$ cat src/rtl/videoram_rd_arbiter.sv
// videoram_rd_arbiter: shares one videoram read port between requesters A and B,
// tagging each issued read so its data returns to the requester that asked for it.
module videoram_rd_arbiter #(
    parameter int ADDR_W       = 12,
    parameter int DATA_W       = 32,
    parameter int READ_LATENCY = 1,
    parameter int ROUND_ROBIN  = 0,
    parameter int MAX_WAIT     = 15
) (
    input  logic              clk,
    input  logic              reset,
    input  logic              a_req,
    input  logic [ADDR_W-1:0] a_addr,
    output logic              a_gnt,
    output logic              a_rvalid,
    output logic [DATA_W-1:0] a_rdata,
    input  logic              b_req,
    input  logic [ADDR_W-1:0] b_addr,
    output logic              b_gnt,
    output logic              b_rvalid,
    output logic [DATA_W-1:0] b_rdata,
    output logic [ADDR_W-1:0] mem_addr,
    input  logic [DATA_W-1:0] mem_rdata,
    output logic              b_forced
);
    localparam int WC_W = (MAX_WAIT < 16) ? 4 : $clog2(MAX_WAIT + 1);
    localparam logic [WC_W-1:0] WAIT_MAX = WC_W'(MAX_WAIT);
    logic [WC_W-1:0] wait_cnt;
    logic last_b;
    logic force_b;
    logic [READ_LATENCY-1:0] tag_v;
    logic [READ_LATENCY-1:0] tag_b;
    logic exit_a;
    logic exit_b;
    always_comb begin
        force_b = a_req && b_req && (MAX_WAIT != 0) && (wait_cnt == WAIT_MAX);
        b_gnt   = b_req && (!a_req || force_b || (ROUND_ROBIN != 0 && !last_b));
        a_gnt   = a_req && !b_gnt;
        exit_a  = tag_v[READ_LATENCY-1] && !tag_b[READ_LATENCY-1];
        exit_b  = tag_v[READ_LATENCY-1] && tag_b[READ_LATENCY-1];
    end
    // The rvalid/rdata flops form the final stage of the tag pipe, so mem_rdata is
    // captured at the edge that completes READ_LATENCY cycles of mem_addr being valid.
    always_ff @(posedge clk or posedge reset) begin
        if (reset) begin
            mem_addr <= '0;
            tag_v    <= '0;
            tag_b    <= '0;
            a_rvalid <= 1'b0;
            b_rvalid <= 1'b0;
            a_rdata  <= '0;
            b_rdata  <= '0;
            b_forced <= 1'b0;
            wait_cnt <= '0;
            last_b   <= 1'b1;
        end else begin
            if (a_gnt || b_gnt) begin
                mem_addr <= b_gnt ? b_addr : a_addr;
                last_b   <= b_gnt;
            end
            tag_v    <= READ_LATENCY'({tag_v, a_gnt || b_gnt});
            tag_b    <= READ_LATENCY'({tag_b, b_gnt});
            a_rvalid <= exit_a;
            b_rvalid <= exit_b;
            if (exit_a) a_rdata <= mem_rdata;
            if (exit_b) b_rdata <= mem_rdata;
            b_forced <= force_b;
            wait_cnt <= b_gnt ? '0 :
                        (ROUND_ROBIN == 0 && b_req && wait_cnt != WAIT_MAX) ? wait_cnt + 1'b1 :
                        wait_cnt;
        end
    end
endmodule

$ cat config.mk
export PLATFORM = sky130hd
export DESIGN_NAME = videoram_rd_arbiter
export DESIGN_NICKNAME = d
export VERILOG_FILES = /design/src/rtl/videoram_rd_arbiter.sv
export SDC_FILE = /design/constraint.sdc
export NUM_CORES = 1
export LEC_CHECK = 0
export ABC_CLOCK_PERIOD_IN_PS = 3500
export CAP_MARGIN = 20
export CORE_AREA = 2 2 94 87
export CTS_BUF_LIST = sky130_fd_sc_hd__clkbuf_8
export CTS_CLUSTER_DIAMETER = 50
export DETAILED_ROUTE_END_ITERATION = 8
export DIE_AREA = 0 0 96 89
export HOLD_SLACK_MARGIN = 0.03
export PLACE_DENSITY_LB_ADDON = 0.08
export SYNTH_ARGS = -nofsm -noshare
export SYNTH_HDL_FRONTEND = slang
export SYNTH_SLANG_ARGS = --single-unit
export TNS_END_PERCENT = 20
$ cat constraint.sdc
create_clock -name clk -period 3.5 [get_ports clk]
set_input_delay 0.7 -clock clk [delete_from_list [all_inputs] [get_ports clk]]
set_output_delay 0.7 -clock clk [all_outputs]
set_load 0.02 [all_outputs]
# Word-level counts from Yosys, hierarchy flattened

Cells that the tools add are included.

Add/subtract/negate cells: 1
Equal/unequal tests: 2
Muxes and demuxes: 3
Reductions and logical operators: 13

Operator list:

| cell                  | count |
|---|---|
| $mux W12              | 1 |
| $mux W4               | 2 |
| $logic_and A1 B1 Y1   | 7 |
| $add A4 B1 Y4 const B | 1 |
| $eq A4 B4 Y1 const B  | 1 |
| $ne A4 B4 Y1 const B  | 1 |
| $logic_not A1 Y1      | 3 |
| $logic_or A1 B1 Y1    | 2 |
| $reduce_bool A2 Y1    | 1 |

Flip-flop bits (word level): 85
Input port bits: 60
Output and inout bits: 81
Word-level logic and storage cells: 28

# Longest topological paths before layout

Depth after elaboration: 7
Mapped depth: 5
Mapped depth without buffers: 4

# Least setup slack after synthesis

OpenSTA, ideal clock, no wires.

Path kind: input to output
Start: in b_req
End: out b_gnt
Data arrival time: 1372 ps
Slack: 1428 ps
Stages on the path: 4
Buffers on the path: 2
Path through: buf_4 -> inv_1 -> o21ai_1 -> buf_2

Longest elaborated chain between the ends: 4

RTL lines:

| item                              | RTL line | text |
|---|---|---|
| from (decl)                       | 17       | `input logic b_req,` |
| $logic_and A1 B1 Y1 (2 in series) | 36       | `force_b = a_req && b_req && (MAX_WAIT != 0) && (wait_cnt == WAIT_MAX);` |
| $logic_or A1 B1 Y1                | 37       | `b_gnt = b_req && (!a_req \|\| force_b \|\| (ROUND_ROBIN != 0 && !last_b));` |
| $logic_and A1 B1 Y1 (*)           | 37       |  |
| to (decl)                         | 19       | `output logic b_gnt,` |

Mark *: on every way between the ends. The rest lies on a longest branch, timed or not.

# Worst setup path after layout

Start: in b_req
End: out a_gnt

Longest elaborated chain between the ends: 6

RTL lines:

| item                              | RTL line | text |
|---|---|---|
| $logic_and A1 B1 Y1 (2 in series) | 36       |  |
| $logic_or A1 B1 Y1                | 37       |  |
| $logic_and A1 B1 Y1 (*)           | 37       |  |
| $logic_not A1 Y1 (*)              | 38       | `a_gnt = a_req && !b_gnt;` |
| $logic_and A1 B1 Y1 (*)           | 38       |  |
| to (decl)                         | 14       | `output logic a_gnt,` |

Marks and branches as above.

==> flow_metrics.env <==
export IMPL_antenna_found_initial=0
export IMPL_min_path_cells=1
export IMPL_post_place_ws_ns=0.4950
export IMPL_worstMarginPinSlew_ns=0.8625
export IMPL_register_area_mm2=0.002127
export IMPL_die_y_um=89
export IMPL_hold_viol_final=0
export IMPL_grt_first_pass_wirelength_mm=11.62
export IMPL_overflow=0
export IMPL_antennaDiodeCount=0
export IMPL_layout_nets=416
export IMPL_dieArea_mm2=0.008544
export IMPL_synth_top_area_share_pct=64.98
export IMPL_path_class="in2out"
export IMPL_post_synth_cell_area_avg_um2=15.44
export IMPL_ir_worst_vdd_mv=0.3154
export IMPL_yosysTopAreaCell="dfrtp_1"
export IMPL_min_to="b_rdata[24]"
export IMPL_ant_nets=0
export IMPL_r2r_start="tag_v"
export IMPL_syn_area_mm2=0.003273
export IMPL_grt_pass1_vias=2320
export IMPL_drtIter0Drc=110
export IMPL_area_delta_synth_final_pct=51.26
export IMPL_multiInputGateArea_mm2=0.001057
export IMPL_max_freq_ghz=0.3319
export IMPL_relSlewSlack_pct=42.50
export IMPL_setup_viol=0
export IMPL_rsz0062_at_grt="false"
export IMPL_dieWidth_um=96
export IMPL_wl_per_cell_um=16.06
export IMPL_clkLatencyLatePin_ns=0.35
export IMPL_route_detailed_drc=0
export IMPL_place_congestion=0.8527
export IMPL_cts_sink_count=85
export IMPL_rrSetupSlack_ns=1.71
export IMPL_synth_fa_ha_area_share_pct=0.3823
export IMPL_synth_compound_area_share_pct=5.390
export IMPL_min_path_type="reg2reg"
export IMPL_cts_resized=0
export IMPL_ff2ff_path_depth=3
export IMPL_layout_commonest_cell="clkdlybuf4s50_1"
export IMPL_worstPathRequired_ns=2.80
export IMPL_cts_hold_buf=0
export IMPL_slew_viol_final=0
export IMPL_synthDistinctLibCells=26
export IMPL_tns_ns=0
export IMPL_cts_made_buffers=9
export IMPL_nFillCells=585
export IMPL_row_count=30
export IMPL_synth_area_top_cells="dfrtp_1, mux2_2, a221o_1, and2_1, buf_2"
export IMPL_synth_warnings=0
export IMPL_synth_top_family_by_area="multiplexers"
export IMPL_status="finished, final reports clean"
export IMPL_yosysSeqAreaShare_pct=64.98
export IMPL_io_pins=141
export IMPL_finClkSkew_ns=0.006085
export IMPL_grt_max_degree=86
export IMPL_final_cell_mix="clkdlybuf4s50_1, dfrtp_1, mux2_2"
export IMPL_min_period_ns=3.013
export IMPL_portBuffers=140
export IMPL_power_density_mw_per_mm2=509.5
export IMPL_muxShareOfSynthArea_pct=22.02
export IMPL_layout_drive_gt1_share_pct=24.44
export IMPL_hpwl_mm=5.207
export IMPL_grt_usage_pct=18.11
export IMPL_min_from="b_rdata[24]"
export IMPL_first_pass_iters=4
export IMPL_synth_xor_area_share_pct=0
export IMPL_setup_ws_ns=0.4868
export IMPL_path_clk_slew_ns=0.09
export IMPL_post_cts_buffers=0
export IMPL_synthSimpleGateAreaFrac_pct=4.434
export IMPL_start_util_pct=43.82
export IMPL_cp_data_arrival_time_ns=2.31
export IMPL_cap_violations=0
export IMPL_syn_nets=273
export IMPL_via_per_inst=4.978
export IMPL_cp_start_kind="input pin"
export IMPL_p_leak_nw=2.100
export IMPL_ys_ff_latch=85
export IMPL_synth_cells=212
export IMPL_clockBufferDepth=2
export IMPL_regToRegEndpoint="b_rdata[4]"
export IMPL_h_tree_depth=3
export IMPL_cp_max_fo=14
export IMPL_fp_coreArea_mm2=0.007470
export IMPL_end_kind="output port"
export IMPL_root_buffer="clkbuf_8"
export IMPL_vias=2270
export IMPL_routed_wl_mm=7.322
export IMPL_period_share_pct=86.09
export IMPL_cts_tree="yes"
## logic make-up after synthesis
family / count (synthesis)
AO/OA/AOI/OAI: 20
adder cells (fa/ha/maj): 1
buffers and inverters: 19
flip-flops: 85
multiplexers: 64
AND/OR/NAND/NOR: 23
## Yosys cell counts
cell type,instances
mux2_2,64
ha_1,1
nor2_1,2
inv_1,8
and2_4,1
nand3b_1,1
nor2b_1,1
nor3_1,1
nand2b_1,1
dfrtp_1,85
and2_1,12
a31o_2,1
clkbuf_1,2
a22o_1,1
a21oi_1,1
nand2_1,1
nand4_2,1
buf_6,1
a221o_1,12
nand4_1,2
o21ai_0,2
buf_4,1
o211a_1,1
buf_2,7
o21ai_1,1
a211o_1,1
## where the power goes
part	total [mW]	internal [mW]	switching, mW
logic	0.706	0.389	0.317
registers	1.19	1.11	0.0705
clock network	0.631	0.266	0.365
## metal layers
| metal | GRT usage [%] | vias up | routed length (um) | part of all wire [%] |
|---|---|---|---|---|
| met2 | 30.43 | 82 | 3693 | 50 |
| met1 | 21.58 | 1128 | 2956 | 40 |
| met3 | 6.745 | 13 | 525 | 7.2 |
| li1 | - | 1047 | - | - |
| met4 | 6.104 | 0 | 147 | 2.0 |
| met5 | 0 | - | 0 | 0 |
## critical path, stage by stage
cell	delay [ns]
clkdlybuf4s50_1	0.63
nand4_2	0.17
and2_4	0.26
clkdlybuf4s50_1	0.55
## flip-flops by register name (all words and copies together) (netlist names)
| signal | cells |
|---|---|
| b_forced | 1 |
| tag_b | 1 |
| b_rvalid | 1 |
| a_rvalid | 1 |
| tag_v | 1 |
| a_rdata | 32 |
| wait_cnt | 4 |
| b_rdata | 32 |
| mem_addr | 12 |
## layout make-up
class / instances / area share [%]
Clock buffer: 9 / 2.502
Clock inverter: 7 / 1.112
Inverter: 8 / 0.6318
Multi-Input combinational cell: 108 / 21.35
Sequential cell: 85 / 42.96
Tap cell: 96 / 2.426
Timing Repair Buffer: 143 / 29.01
## how the worst max path moves through the flow
| stage | start | end | slack, ns | depth (start not counted) |
|---|---|---|---|---|
| global placement | b_req | a_gnt | 0.51 | 4 |
| floorplan | reset | a_rdata[0] | 0.61 | 1 |
| CTS | b_req | a_gnt | 0.48 | 4 |
| global route | b_req | b_gnt | 0.39 | 4 |
| finish | b_req | a_gnt | 0.49 | 4 |
| detailed placement | b_req | a_gnt | 0.49 | 4 |
## per-stage QoR
stage	hold WS [ns]	utilization (%)	total power [mW]	instances	cell area [um^2]
floorplan	0.5244	-	1.542	212	3273
global placement	0.4863	63.89	1.907	440	4772
detailed placement	0.4913	63.89	1.922	440	4772
CTS	0.5113	66.28	2.565	456	4951
global route	0.5164	66.28	2.655	456	4951
finish	0.5080	66.28	2.523	456	4951
No activity file was read; power rests on OpenSTA's default activity.
